### config.mk
export PLATFORM = sky130hd
export DESIGN_NAME = keypad_matrix_scanner
export DESIGN_NICKNAME = d
export VERILOG_FILES = /design/src/rtl/keypad_pkg.sv /design/src/rtl/keypad_debounce.sv /design/src/rtl/keypad_matrix_scanner.sv
export SDC_FILE = /design/constraint.sdc
export NUM_CORES = 1
export LEC_CHECK = 0
export ABC_CLOCK_PERIOD_IN_PS = 8100
export CORE_MARGIN = 2
export CORE_UTILIZATION = 54
export DETAILED_ROUTE_END_ITERATION = 10
export GPL_TIMING_DRIVEN = 0
export HOLD_SLACK_MARGIN = 0.05
export MAX_ROUTING_LAYER = met4
export PLACE_DENSITY_LB_ADDON = 0.12
export SLEW_MARGIN = 10
export SYNTH_ARGS = -nofsm -noshare
export SYNTH_HDL_FRONTEND = slang
export SYNTH_HIERARCHICAL = 1
export SYNTH_SLANG_ARGS = --single-unit
### constraint.sdc
create_clock -name clock -period 8.1 [get_ports clock]
set_clock_uncertainty 0.2 [all_clocks]
set_input_delay 0.81 -clock clock [delete_from_list [all_inputs] [get_ports clock]]
set_output_delay 0.81 -clock clock [all_outputs]
set_load 0.02 [all_outputs]
### src/rtl/keypad_pkg.sv
// keypad_pkg: key codes, scan states and matrix position map for the keypad scanner
package keypad_pkg;
  localparam int NUM_ROWS = 4;
  localparam int NUM_COLS = 4;
  typedef enum logic [3:0] {
    KEY_0 = 4'd0, KEY_1 = 4'd1, KEY_2 = 4'd2, KEY_3 = 4'd3, KEY_4 = 4'd4,
    KEY_5 = 4'd5, KEY_6 = 4'd6, KEY_7 = 4'd7, KEY_8 = 4'd8, KEY_9 = 4'd9,
    KEY_START = 4'd10, KEY_STOP = 4'd11, KEY_CLEAR = 4'd12, KEY_NONE = 4'd15
  } key_t;
  typedef enum logic [1:0] {SCAN_R0, SCAN_R1, SCAN_R2, SCAN_R3} scan_t;
  // Indexed by row*NUM_COLS + col; KEY_NONE marks unused positions
  localparam key_t KEY_MAP [NUM_ROWS*NUM_COLS] = '{
    KEY_1, KEY_2, KEY_3, KEY_START,
    KEY_4, KEY_5, KEY_6, KEY_STOP,
    KEY_7, KEY_8, KEY_9, KEY_CLEAR,
    KEY_NONE, KEY_0, KEY_NONE, KEY_NONE
  };
endpackage

### src/rtl/keypad_debounce.sv
// keypad_debounce: accepts a candidate key once it repeats for DEBOUNCE_PASSES passes
module keypad_debounce
  import keypad_pkg::*;
#(
  parameter int DEBOUNCE_PASSES = 4
) (
  input  logic clock,
  input  logic resetn,
  input  logic pass_done,
  input  key_t candidate,
  output key_t accepted
);
  localparam int CW = $clog2(DEBOUNCE_PASSES + 1);
  localparam logic [CW-1:0] MAXC = CW'(DEBOUNCE_PASSES);
  key_t previous;
  logic [CW-1:0] stable, stable_nxt;
  always_comb stable_nxt = (candidate != previous) ? CW'(1) : (stable == MAXC) ? MAXC : stable + 1'b1;
  always_ff @(posedge clock) begin
    if (!resetn) begin
      previous <= KEY_NONE;
      stable <= '0;
      accepted <= KEY_NONE;
    end else if (pass_done) begin
      previous <= candidate;
      stable <= stable_nxt;
      if (stable_nxt == MAXC) accepted <= candidate;
    end
  end
endmodule

### src/rtl/keypad_matrix_scanner.sv
// keypad_matrix_scanner: scans a 4x4 key matrix and drives debounced per-key levels
module keypad_matrix_scanner
  import keypad_pkg::*;
#(
  parameter int SETTLE_CYCLES = 4,
  parameter int DEBOUNCE_PASSES = 4
) (
  input  logic       clock,
  input  logic       resetn,
  input  logic [3:0] col_n,
  output logic [3:0] row_n,
  output logic [9:0] keypad,
  output logic       startn,
  output logic       stopn,
  output logic       clearn
);
  localparam int SW = $clog2(SETTLE_CYCLES);
  localparam logic [SW-1:0] LAST = SW'(SETTLE_CYCLES - 1);
  logic [3:0] col_m, col_s;
  scan_t state;
  logic [1:0] nxt_row;
  logic [SW-1:0] cnt;
  logic run, pass_done, found, multi;
  logic [NUM_ROWS*NUM_COLS-1:0] pass;
  key_t candidate, code, accepted;
  assign nxt_row = state + 2'd1;
  always_comb begin
    found = 1'b0;
    multi = 1'b0;
    code = KEY_NONE;
    for (int i = 0; i < NUM_ROWS*NUM_COLS; i++)
      if (pass[i] && KEY_MAP[i] != KEY_NONE) begin
        multi = multi | found;
        found = 1'b1;
        code = KEY_MAP[i];
      end
    candidate = (found && !multi) ? code : KEY_NONE;
  end
  // run holds off the scan for one edge so row 0 gets a full settle window after reset
  always_ff @(posedge clock) begin
    if (!resetn) begin
      col_m <= 4'hF;
      col_s <= 4'hF;
      state <= SCAN_R0;
      cnt <= '0;
      run <= 1'b0;
      row_n <= 4'hF;
      pass <= '0;
      pass_done <= 1'b0;
      keypad <= '0;
      startn <= 1'b1;
      stopn <= 1'b1;
      clearn <= 1'b1;
    end else begin
      col_m <= col_n;
      col_s <= col_m;
      pass_done <= 1'b0;
      if (!run) begin
        run <= 1'b1;
        row_n <= 4'b1110;
      end else if (cnt == LAST) begin
        pass[{state, 2'b00} +: 4] <= ~col_s;
        pass_done <= state == SCAN_R3;
        state <= scan_t'(nxt_row);
        cnt <= '0;
        row_n <= 4'hF ^ (4'b0001 << nxt_row);
      end else cnt <= cnt + 1'b1;
      keypad <= (accepted <= KEY_9) ? 10'd1 << accepted : 10'd0;
      startn <= accepted != KEY_START;
      stopn <= accepted != KEY_STOP;
      clearn <= accepted != KEY_CLEAR;
    end
  end
  keypad_debounce #(.DEBOUNCE_PASSES(DEBOUNCE_PASSES)) u_debounce (
    .clock(clock),
    .resetn(resetn),
    .pass_done(pass_done),
    .candidate(candidate),
    .accepted(accepted)
  );
endmodule

After elaboration in Yosys (flattened, before gate mapping) --
Cells that the tools add are included. Widths: inputs -> output; s select.
Operators by class: $add $sub $neg 4, $lt $le $gt $ge 1, equal/unequal tests 9, shift-type cells 4, mux-type cells 46, bitwise gates (word level) 13, reduce and logical (&&, ||, !) cells 7
Operators by type and width (count):
- $mux 4 | 14
- $mux 1 | 28
- $bwmux 16 | 1
- $shift 4x6->16 const A | 1
- $shiftx 4x6->16 | 1
- $ne 4x4->1 const B | 3
- $or 1x1->1 | 11
- $shl 1x4->10 const A | 1
- $not 4->4 | 2
- $reduce_and 2->1 | 4
- $eq 3x3->1 const B | 2
- $mux 3 | 2
- $neg 4->6 | 1
- $add 2x1->2 const B | 2
- $eq 2x2->1 const B | 2
- $le 4x4->1 const B | 1
- $ne 4x4->1 | 1
- $shl 1x2->4 const A | 1
- $add 3x1->3 const B | 1
- $reduce_and 3->1 | 1
- $mux 2 | 1
- $ne 2x1->1 const B | 1
- $logic_and 1x1->1 | 1
- $logic_not 1->1 | 1
Word-level totals: register bits 58, input bits 6, output and inout bits 17, word-level logic and storage cells 100

Depth between registers and ports, before layout --
word-level depth 31, depth in mapped cells 10, gate-level depth less buffers 9

By module --
The synthesis kept the hierarchy.
By module, submodules not included:
- keypad_matrix_scanner | times used 1, cells an instance 205, area each 1855.5 sq um, sequential area each 880.8 sq um
- keypad_debounce | times used 1, cells an instance 59, area each 574.3 sq um, sequential area each 220.2 sq um

Least setup slack after synthesis --
Ideal clock, no wire load.
path type flip-flop to flip-flop, from register pass[3], to register u_debounce.accepted[0], library setup time 0.120 ns, data arrival time 2.411 ns, required time 7.780 ns, setup slack 5.369 ns, cell stages (with the launch flop) 10, buffers on the path 0, period minus slack after synthesis 2.731 ns, cells stage by stage dfxtp_1 -> or4_4 -> nor4_4 -> nand3_1 -> a21oi_2 -> o31ai_1 -> xor2_1 -> nor4_4 -> nand4b_4 -> mux2i_1
On the way: word-level cells in the longest chain between the ends 26, elaborated cells between the ends (all ways) 46, those cells by class eq/ne (2); mux (32); bitwise (9); reduce/logical (3)
Ends and longest elaborated chain:
- start: declaration | RTL line keypad_matrix_scanner.sv:24 | logic [NUM_ROWS*NUM_COLS-1:0] pass;
- start signal: indexed assignment | RTL line keypad_matrix_scanner.sv:62 | pass[{state, 2'b00} +: 4] <= ~col_s;
- $mux 1 | RTL line keypad_matrix_scanner.sv:32 | if (pass[i] && KEY_MAP[i] != KEY_NONE) begin
- $or 1x1->1 | RTL line keypad_matrix_scanner.sv:33 | multi = multi | found;
- $mux 1 | RTL line keypad_matrix_scanner.sv:32
- $or 1x1->1 | RTL line keypad_matrix_scanner.sv:33
- $mux 1 | RTL line keypad_matrix_scanner.sv:32
- $or 1x1->1 | RTL line keypad_matrix_scanner.sv:33
- $mux 1 | RTL line keypad_matrix_scanner.sv:32
- $or 1x1->1 | RTL line keypad_matrix_scanner.sv:33
- [... 11 more ...]
- $logic_not 1->1 | RTL line keypad_matrix_scanner.sv:37 | candidate = (found && !multi) ? code : KEY_NONE;
- $logic_and 1x1->1 | RTL line keypad_matrix_scanner.sv:37
- $mux 4 (*) | RTL line keypad_matrix_scanner.sv:37
- named net candidate[0] | RTL line keypad_matrix_scanner.sv:25 | key_t candidate, code, accepted;
- $ne 4x4->1 | RTL line keypad_debounce.sv:17 | always_comb stable_nxt = (candidate != previous) ? CW'(1) : (stable == MAXC) ? MAXC : stable + 1'b1;
- $mux 3 | RTL line keypad_debounce.sv:17
- $eq 3x3->1 | RTL line keypad_debounce.sv:26 | if (stable_nxt == MAXC) accepted <= candidate;
- $reduce_and 2->1 (no source line)
- end signal: assignment | RTL line keypad_debounce.sv:26
- end: declaration | RTL line keypad_debounce.sv:11 | output key_t accepted
The timed path passes the listed nets; every way through them passes the cells marked *. A chain may end at the register's enable or synchronous reset.

Final worst setup path --
from register pass[3], to register u_debounce.accepted[1]
On the way: word-level cells in the longest chain between the ends 26, elaborated cells between the ends (all ways) 46, those cells by class eq/ne (2); mux (32); bitwise (9); reduce/logical (3)
Ends and longest elaborated chain (RTL line):
- $mux 1 | keypad_matrix_scanner.sv:32
- $or 1x1->1 | keypad_matrix_scanner.sv:33
- $mux 1 | keypad_matrix_scanner.sv:32
- $or 1x1->1 | keypad_matrix_scanner.sv:33
- $mux 1 | keypad_matrix_scanner.sv:32
- $or 1x1->1 | keypad_matrix_scanner.sv:33
- $mux 1 | keypad_matrix_scanner.sv:32
- $or 1x1->1 | keypad_matrix_scanner.sv:33
- [... 11 more ...]
- $logic_not 1->1 | keypad_matrix_scanner.sv:37
- $logic_and 1x1->1 | keypad_matrix_scanner.sv:37
- $mux 4 (*) | keypad_matrix_scanner.sv:37
- named net candidate[0] | keypad_matrix_scanner.sv:25
- $ne 4x4->1 (*) | keypad_debounce.sv:17
- $mux 3 (*) | keypad_debounce.sv:17
- $eq 3x3->1 (*) | keypad_debounce.sv:26
- $reduce_and 2->1 (no source line) (*)
Marks and branches as above.

==> flow_metrics.tcl <==
set metrics [dict create \
    hold_path_depth 1 \
    synth-seq-cells 55 \
    min_path_type "reg -> reg" \
    ant_nets 0 \
    vias_per_cell 5.15 \
    grt_overflow_total 0 \
    synth_fp_nets 279 \
    cts.sinks 55 \
    dieWidth_um 71.1 \
    cts.root.buffer_cell "clkbuf_8" \
    grt_pass1_wl_mm 7.31 \
    worstSetupEndpointType "flip-flop" \
    maxCapViolations 0 \
    fp.dieH_um 71.1 \
    dpl.hpwl_mm 2.99 \
    cts_buffers 5 \
    synth_fa_ha_area_frac 0.0463 \
    setup_viol 0 \
    combinationalPowerShare 0.035 \
    rsz0062_at_grt "false" \
    static-leakage-power_nw 1.14 \
    ys_warn_count 6 \
    tns_ns 0 \
    via_count 1777 \
    synth-simple-area-share 0.296 \
    grt_pass1_vias 1661 \
    seq_area_frac_synth 0.453 \
    initial_utilization 0.558 \
    diodes 0 \
    synth_top_family_by_area "simple AND/OR/NAND/NOR gates" \
    cts_post_setup_buffers_inserted 0 \
    antenna_found_initial 0 \
    post-place-ws_ns 5.14 \
    fin_crit_sh 0.366 \
    finalMaxSlewViolations 0 \
    seq_power_share 0.590 \
    area_growth_pct 16.1 \
    p_int_mw 0.372 \
    cp-start-kind "flip-flop" \
    cts_buffer_depth 2 \
    cts_tree "built" \
    synth_edf_count 0 \
    slew_headroom 0.688 \
    reg2reg_slack_ns 5.14 \
    synthMuxAreaShare 0.0453 \
    period_minus_slack_ns 2.96 \
    worst_slew_pin_slew_ns 0.467 \
    power_density_nw_per_um2 166 \
    place_area_um2 2720 \
    syn-cell-area_um2 2430 \
    core_um2 4350 \
    status "finished clean" \
    switching_share 0.204 \
    dp.cells 338 \
    peakVddDrop_mv 0.111 \
    fin_cells 345 \
    grt_max_degree 17 \
    synth_top_flop_cell "dfxtp_1" \
    drt-pass1-iter-count 4 \
    place.gp.congestion 0.759 \
    whs_endpoint "col_s[2]" \
    final_util 0.648 \
    drc 0 \
    r2r-end "u_debounce/accepted[1]" \
    synth_cell_types 46 \
    ios 23 \
    nNetsFinal 308 \
    syn_avg_cell_area_um2 9.20 \
    synth_compound_area_frac 0.0994 \
    die_area_um2 5050 \
    io_buffers 22 \
    drt-initial-drc-count 63 \
    cp.arrival_ns 2.97 \
    crit_required_ns 8.10 \
    post_cts_resized 0 \
    crit_fanout 7 \
    synth_xor_area_frac 0.0216 \
    htreeDepth 2 \
    hold_viol_final 0 \
    clock_latency_ns 0.31 \
    total_power_mw 0.467 \
    critPathKind "reg -> reg" \
    min-delay-start "col_m[2]" \
    synthCells 264 \
    routed_wl_mm 4.16 \
    setup_ws_ns 5.14 \
    grt_use_total 0.185 \
    fin_area_um2 2820 \
    rr_worst_depth 9 \
    cts-hold-fix-buffers 0 \
    async_flop_share 0 \
    switchingPower_mw 0.0952 \
    whs_ns 0.213 \
    clkTransAtPathRegs_ns 0.10 \
    fmax_ghz 0.337 \
    drive_gt1_frac 0.0785 \
    row_count 24 \
    rr_startpoint "pass[3]" \
    wl_per_cell_um 12.0 \
    clkPwrFrac 0.376 \
]
## synthesized netlist by cell type (all sizes together) (2+ instances only)
| cell type | number | area (µm²) |
|---|---|---|
| dfxtp | 55 | 1100 |
| nand2 | 31 | 119 |
| o21ai | 21 | 105 |
| and2 | 15 | 93.8 |
| nand2b | 15 | 93.8 |
| nor2 | 12 | 45.0 |
| mux2i | 11 | 110 |
| nor2b | 11 | 68.8 |
| a21oi | 10 | 53.8 |
| ha | 9 | 113 |
| nor3 | 9 | 45.0 |
| inv | 8 | 30.0 |
| nand3 | 8 | 40.0 |
| buf | 7 | 47.5 |
| nor4 | 5 | 61.3 |
| or4 | 5 | 41.3 |
| xor2 | 5 | 43.8 |
| clkbuf | 4 | 15.0 |
| nand3b | 3 | 22.5 |
| a21boi | 2 | 15.0 |
| nand4b | 2 | 32.5 |
| o211ai | 2 | 20.0 |
| or3 | 2 | 17.5 |
## worst max path at each step
stage | slack (ns) | to | start
after floorplan | 5.37 | u_debounce/accepted[0] | pass[3]
after global placement | 5.15 | u_debounce/accepted[1] | pass[3]
after CTS | 5.14 | u_debounce/accepted[1] | pass[3]
after global routing | 4.94 | u_debounce/accepted[2] | pass[3]
final | 5.14 | u_debounce/accepted[1] | pass[3]
after detailed placement | 5.14 | u_debounce/accepted[3] | pass[3]
## cells in the final DEF, fill, tap and decap left out, types with 2 or more instances in the layout
cell             count
o21ai_0             19
inv_1                8
xor2_1               5
nor2_1              12
ha_1                 9
or4_1                4
a21oi_1              9
mux2i_1             11
nand3_1              8
a21boi_0             2
clkdlybuf4s50_1     22
nand2b_1            15
clkbuf_8             5
nand2_1             30
clkbuf_1             4
and2_1              15
nor2b_1             11
o21ai_1              2
nor3_1               9
buf_2                2
dfxtp_1             55
buf_4                3
nor4_1               3
nor4_4               2
nand3b_1             3
## routing by layer
| metal | share of wire | global-route usage | up-vias | wire length, µm |
|---|---|---|---|---|
| li1 | - | - | 956 | - |
| met1 | 0.53 | 0.252 | 795 | 2190 |
| met2 | 0.43 | 0.273 | 20 | 1790 |
| met3 | 0.025 | 0.0385 | 6 | 104 |
| met4 | 0.017 | 0.0629 | 0 | 69 |
| met5 | 0 | - | - | 0 |
## area by class of cell
cell class,instances,area [µm²]
Buffer,11,62.6
Clock buffer,5,68.8
Clock inverter,2,37.5
Fill cell,365,1530
Inverter,8,30.0
Multi-Input combinational cell,190,1240
Sequential cell,55,1100
Tap cell,52,65.1
Timing Repair Buffer,22,220
## cell families (layout without fill, tap and decap cells)
| kind of cell | after synthesis | in the layout |
|---|---|---|
| mux | 11 | 11 |
| compound gates | 41 | 41 |
| buf+inv | 19 | 48 |
| fa+ha+maj | 9 | 9 |
| xor+xnor | 6 | 6 |
| flops | 55 | 55 |
| simple gates | 123 | 123 |
## worst max-delay path, cell delays in order, from the launching register on
cell and delay, ns:
dfxtp_1 0.37, or4_4 0.60, nor4_4 0.19, nand3_1 0.13, a21oi_2 0.22, o31ai_1 0.15, xor2_1 0.21, nor4_4 0.44
nand4b_4 0.20, mux2i_1 0.16
## flip-flops by register name, indices dropped and copies added, names as in the netlist, 2 cells and up
register             flops
col_s                    4
pass                    13
col_m                    4
u_debounce/stable        3
row_n                    4
u_debounce/previous      4
state                    2
cnt                      2
u_debounce/accepted      4
keypad                  10
## power by group through the flow
stage | combinational (mW) | clock (mW) | sequential [mW]
2_1_floorplan | 0.00966 | 0 | 0.282
3_3_place_gp | 0.0161 | 0 | 0.282
3_5_place_dp | 0.0163 | 0 | 0.282
4_1_cts | 0.0164 | 0.182 | 0.276
5_1_grt | 0.0182 | 0.189 | 0.276
6_report | 0.0161 | 0.176 | 0.276
Note: power is estimated with default switching activity, not from simulation.
==> variant 1, RTL diff (same flow settings) <==
`SETTLE_CYCLES`: 4 -> 2.
--- a/src/rtl/keypad_matrix_scanner.sv
+++ b/src/rtl/keypad_matrix_scanner.sv
@@ -2,7 +2,7 @@
 module keypad_matrix_scanner
   import keypad_pkg::*;
 #(
-  parameter int SETTLE_CYCLES = 4,
+  parameter int SETTLE_CYCLES = 2,
   parameter int DEBOUNCE_PASSES = 4
 ) (
   input  logic       clock,
Behaviour: not the same (Yosys sat finds a counterexample within 4 cycles, from zero or initial values and one cycle with resetn low).
==> variant 1 against the original RTL <==
  * Synthesized area fell by 0.57%
  * Worst setup slack got worse by 0.044 ns
  * Highest routed layer unchanged
  * Total power rose by 2.2%
  * Sequential cell count fell by 1
  * Global-route usage rose by 0.48 points
  * Design area fell by 0.27%
  * Critical endpoint is now u_debounce/accepted[3]
  * Die area fell by 0.53%
  * Routed wire length rose by 2.7%
==> variant 1: results (changes against the original RTL) <==
Worst hold path:
- The kind of path behind the tightest hold check is reg2reg.
- The cell depth of the worst hold path came to 1 (unchanged).
- The launch instance of the worst min-delay path is col_m[1].
- The path with the worst hold slack has its endpoint at col_s[1].

Logic synthesis:
- The synthesized net count was 268 (-3.9%).
- By area the synthesized netlist is led by sky130_fd_sc_hd__dfxtp_1 (45%), sky130_fd_sc_hd__and2_1 (4.1%), sky130_fd_sc_hd__ha_1 (4.1%), sky130_fd_sc_hd__nand2_1 (3.7%), sky130_fd_sc_hd__nand2b_1 (3.4%).
- By count the netlist is led by sky130_fd_sc_hd__dfxtp_1 (54), sky130_fd_sc_hd__nand2_1 (24), sky130_fd_sc_hd__nor2_1 (17), sky130_fd_sc_hd__and2_1 (16), sky130_fd_sc_hd__nand2b_1 (13).
- The fraction of the yosys area taken by sequential cells came to 44.7% (-0.57 points).
- The number of synthesized flops with an enable pin is 0 (unchanged).
- The fraction of post-synthesis cell area in the top cell type by area came to 44.7% (-0.57 points).
- The count of unique library cells instantiated by Yosys is 49 (+6.5%).

Worst setup path:
- The largest driver fanout on the critical path came to 9 (+2).
- The slack of the worst reg-to-reg path is 5.09 ns (-0.04 ns).
- The count of cells along the worst register-to-register path is 9 (unchanged).
- The endpoint identified for the worst register-to-register timing path is u_debounce/accepted[3].
- The reg-to-reg startpoint is pass[9].

Global route:
- The first-pass GRT wire length was 7360 µm (+0.66%).
- The via count of the first global-routing pass is 1597 (-3.9%).
- The total routing usage reported by global routing came to 18.9% (+0.48 points).
- The pin count of the biggest net entering global routing is 16 (-1).

Drt:
- The first-iteration detailed-routing DRC count is 75 (+19%).
- The detailed-route wire length per cell was 12.7 µm (+5.7%).
- The total via count in the routed design is 1791 (+0.79%).
- The remaining number of nets flagged by the antenna check after routing is 0 (unchanged).

Placed design:
- The half-perimeter wire length after detailed placement is 3080 µm (+3.1%).
- The placer's final routability congestion estimate was 0.837 (+10%).

Layout:
- The ratio of cells with drive above 1 in the final layout is 8.13% (+0.28 points).
- The final layout net count is 297 (-3.6%).

Clock tree:
- The register clock-pin slew on the reported worst setup and hold paths is roughly 0.090 ns.
- The clock reaches the later pin of the worst-skew pair after ~0.30 ns.
- The tree is rooted in a sky130_fd_sc_hd__clkbuf_8.

STA:
- The transition at the pin with the smallest max-transition slack is 0.523 ns (+0.0562 ns).
- The count of endpoints failing setup in the final report came to 0 (unchanged).

Outcome:
- The flow ran to the end, and the final reports show no timing, DRC or antenna violations.

Power and ir drop:
- The leakage power of the design is 0.00109 µW (-3.8%).
- The worst voltage drop across the vdd grid came to 0.000130 V (+17%).
variant 1: changes by cell type after synthesis, sizes merged, moves of 5 or more:
cell and change:
a21oi -5, nand2 -7, nor2 +5, o21ai -11, o2bb2ai +8
variant 1: metal layers:
layer / wire length [µm] / vias to the layer above / global-route usage (%)
met3: 128 / 7 / 3.85
met2: 1890 / 24 / 27.5
met4: 88 / 0 / 9.01
met5: 0 / - / -
li1: - / 949 / -
met1: 2160 / 811 / 25.3
variant 1: power breakdown:
group,switching [µW],internal [µW],total (µW)
clock network,79.4,98.9,178
registers,3.51,269,273
logic,14.3,12.0,26.4
variant 1: layout make-up:
class,count,area (µm²)
Buffer,10,51.3
Clock buffer,6,82.6
Clock inverter,1,30.0
Fill cell,380,1510
Inverter,7,26.3
Multi-Input combinational cell,183,1260
Sequential cell,54,1080
Tap cell,52,65.1
Timing Repair Buffer,22,220
variant 1: through the flow:
| step | hold slack (ns) | area, µm² | setup WS [ns] | total power [µW] | instances |
|---|---|---|---|---|---|
| after floorplan | 0.186 | 2420 | 5.41 | 296 | 254 |
| after global placement | 0.190 | 2700 | 5.12 | 305 | 328 |
| after detailed placement | 0.192 | 2700 | 5.10 | 305 | 328 |
| after CTS | 0.214 | 2810 | 5.07 | 485 | 335 |
| after global routing | 0.225 | 2810 | 4.80 | 497 | 335 |
| final | 0.210 | 2810 | 5.09 | 478 | 335 |
variant 1: worst max path at each step:
stage               startpoint                     end  slack, ns
floorplan              pass[2]  u_debounce/accepted[0]       5.41
global placement       pass[9]  u_debounce/accepted[3]       5.12
detailed placement     pass[9]  u_debounce/accepted[3]       5.10
CTS                    pass[9]  u_debounce/accepted[3]       5.07
global route           pass[4]  u_debounce/accepted[1]       4.80
finish                 pass[9]  u_debounce/accepted[3]       5.09
variant 1: cell families after synthesis:
kind of cell             Yosys count  synth area share, %
XOR/XNOR                           6                 2.18
buffers and inverters             17                 3.21
adder cells (fa/ha/maj)            9                 4.56
multiplexers                       8                 3.31
flip-flops                        54                 44.7
AO/OA/AOI/OAI                     39                 12.6
AND/OR/NAND/NOR                  121                 29.4
variant 1: critical path, cell delays in order (launching register included):
cell and delay (ns):
sky130_fd_sc_hd__dfxtp_1 0.31, sky130_fd_sc_hd__clkbuf_1 0.19, sky130_fd_sc_hd__nor3_1 0.37, sky130_fd_sc_hd__a41oi_4 0.16, sky130_fd_sc_hd__nor4_4 0.39, sky130_fd_sc_hd__o311ai_1 0.23
sky130_fd_sc_hd__xor2_1 0.23, sky130_fd_sc_hd__nor4_4 0.45, sky130_fd_sc_hd__nand4b_4 0.20, sky130_fd_sc_hd__mux2i_1 0.16
==> variant 2, RTL diff (same flow settings) <==
Made on the original files. Put one more register stage on the output `stopn`, cleared by the reset. The value now appears one clock later. The other outputs are not delayed to match.
--- a/src/rtl/keypad_matrix_scanner.sv
+++ b/src/rtl/keypad_matrix_scanner.sv
@@ -16,6 +16,8 @@
 );
   localparam int SW = $clog2(SETTLE_CYCLES);
   localparam logic [SW-1:0] LAST = SW'(SETTLE_CYCLES - 1);
+
+  logic stopn_s0;
   logic [3:0] col_m, col_s;
   scan_t state;
   logic [1:0] nxt_row;
@@ -49,7 +51,7 @@
       pass_done <= 1'b0;
       keypad <= '0;
       startn <= 1'b1;
-      stopn <= 1'b1;
+      stopn_s0 <= 1'b1;
       clearn <= 1'b1;
     end else begin
       col_m <= col_n;
@@ -67,7 +69,7 @@
       end else cnt <= cnt + 1'b1;
       keypad <= (accepted <= KEY_9) ? 10'd1 << accepted : 10'd0;
       startn <= accepted != KEY_START;
-      stopn <= accepted != KEY_STOP;
+      stopn_s0 <= accepted != KEY_STOP;
       clearn <= accepted != KEY_CLEAR;
     end
   end
@@ -78,5 +80,13 @@
     .candidate(candidate),
     .accepted(accepted)
   );
+  always_ff @(posedge clock) begin
+    if (!resetn) begin
+      stopn <= '0;
+    end else begin
+      stopn <= stopn_s0;
+    end
+  end
+
 endmodule
 
Function: changed (Yosys sat finds a counterexample within 4 cycles, from zero or initial values and one cycle with resetn low).
==> variant 2 against the original RTL <==
  * Design area decreased by 0.44%
  * Via count increased by 0.28%
  * Sequential cell count increased by 1
  * Synthesized area increased by 0.21%
  * Total power decreased by 4.4%
  * Worst setup slack got worse by 0.18 ns
  * Synthesized cell count increased by 0.38%
  * Critical endpoint is now u_debounce/accepted[2]
  * Sequential power increased by 2%
  * Routed wire length decreased by 1.6%
  * Non-clock buffer count decreased by 1
==> variant 2: results (changes against the original RTL) <==
Worst setup path:
- The cell with the largest stage delay on the worst path is sky130_fd_sc_hd__or3_4.
- The worst stage delay on the critical path was 0.44 ns (-0.16 ns).

Drt:
- The via count normalized by instance count is 5.14 (-0.30%).
- The post-detailed-route DRC marker count came to 0 (unchanged).
- The first-iteration detailed-routing DRC count came to 58 (-7.9%).

Logic synthesis:
- By count the netlist is led by sky130_fd_sc_hd__dfxtp_1 (56), sky130_fd_sc_hd__nand2_1 (32), sky130_fd_sc_hd__o21ai_0 (20), sky130_fd_sc_hd__and2_1 (16), sky130_fd_sc_hd__nand2b_1 (16).
- Yosys attributes the largest share of cell area to sky130_fd_sc_hd__dfxtp_1 (46%), sky130_fd_sc_hd__nand2_1 (4.9%), sky130_fd_sc_hd__ha_1 (4.6%), sky130_fd_sc_hd__mux2i_1 (4.5%), sky130_fd_sc_hd__and2_1 (4.1%).
- The count of unique library cells instantiated by Yosys was 44 (-4.3%).
- The fraction of the yosys area taken by sequential cells is 46.0% (+0.73 points).
- The synthesized net count is 280 (+0.36%).
- The count of synthesis-stage warnings from yosys is 6 (unchanged).

Global route:
- The first-pass GRT wire length is 7140 µm (-2.3%).
- The pin count of the biggest net entering global routing is 18 (+1).
- The via count of the first global-routing pass is 1632 (-1.7%).
- The total routing usage reported by global routing was 17.8% (-0.70 points).

Placed design:
- The placer's final routability congestion estimate is 0.806 (+6.2%).
- The worst-case setup slack after placement is 4.95 ns (-0.182 ns).
- The half-perimeter wire length after detailed placement came to 2990 µm (+0.27%).
- The total cell area at the placement stage is 0.00272 mm² (+0.18%).

Power and ir drop:
- The internal power is 349 µW (-6.2%).
- The worst voltage drop across the vdd grid is 0.000152 V (+37%).
- The leakage power of the design is 0.00112 µW (-1.5%).

Layout:
- The final-layout fill cell count is 369 (+1.1%).
- The ratio of cells with drive above 1 in the final layout is 6.44% (-1.4 points).
- The final layout net count is 309 (+0.32%).

Outcome:
- The run finished with clean final reports.

STA:
- The count of endpoints failing setup in the final report came to 0 (unchanged).
- The transition at the pin with the smallest max-transition slack is 0.486 ns (+0.0184 ns).
==> variant 2: cell count changes in the layout (fill, tap and decap cells not counted), moves of 2 or more <==
cell                       delta
sky130_fd_sc_hd__buf_4        -3
sky130_fd_sc_hd__clkbuf_1     +2
sky130_fd_sc_hd__nand2_1      +2
sky130_fd_sc_hd__nor3_1       -2
sky130_fd_sc_hd__or4_1        -2
==> variant 2: routing by layer <==
| layer | vias to the layer above | share of wire (%) | track usage, % |
|---|---|---|---|
| met3 | 2 | 2.4 | 3.85 |
| met2 | 16 | 45 | 28.0 |
| met4 | 0 | 0.44 | 3.77 |
| met5 | - | 0 | - |
| met1 | 805 | 53 | 23.6 |
| li1 | 959 | - | - |
==> variant 2: worst paths after layout <==
path              slack [ns]     start  cells past startpoint                     end
setup / recovery        4.96   pass[4]                      9  u_debounce/accepted[2]
setup reg to reg        4.96   pass[4]                      9  u_debounce/accepted[2]
hold reg to reg         0.21  col_m[0]                      1                col_s[0]
hold / removal          0.21  col_m[0]                      1                col_s[0]
==> variant 2: cell families after synthesis <==
group	Yosys count	share of synthesized area, %
AOI/OAI and AO/OA	41	9.87
xor gates and xnor gates	6	2.16
adders and majority gates	10	5.04
buffers and inverters	18	2.93
DFF	56	46.0
muxes	11	4.52
and+or+nand+nor	123	29.4
==> variant 2: power groups by stage <==
stage | clock [µW] | sequential, µW | combinational [µW]
6_report | 149 | 281 | 17.3
3_3_place_gp | 0 | 287 | 17.1
4_1_cts | 154 | 281 | 17.6
2_1_floorplan | 0 | 288 | 9.67
3_5_place_dp | 0 | 287 | 17.5
5_1_grt | 164 | 281 | 19.4
==> variant 2: layout make-up <==
cell class | instances | share of cell area (%)
plain buffers | 10 | 1.47
clock buffers | 6 | 2.58
clock inverters | 2 | 0.579
inverters | 8 | 1.07
multi-input cells | 191 | 44.2
flip-flops and latches | 56 | 39.9
well taps | 52 | 2.32
repair buffers | 22 | 7.84
==> variant 2: per-stage QoR <==
step | cells | util (%)
2_1_floorplan | 265 | -
3_3_place_gp | 339 | 62.5
3_5_place_dp | 339 | 62.5
4_1_cts | 347 | 64.5
5_1_grt | 347 | 64.5
6_report | 347 | 64.5
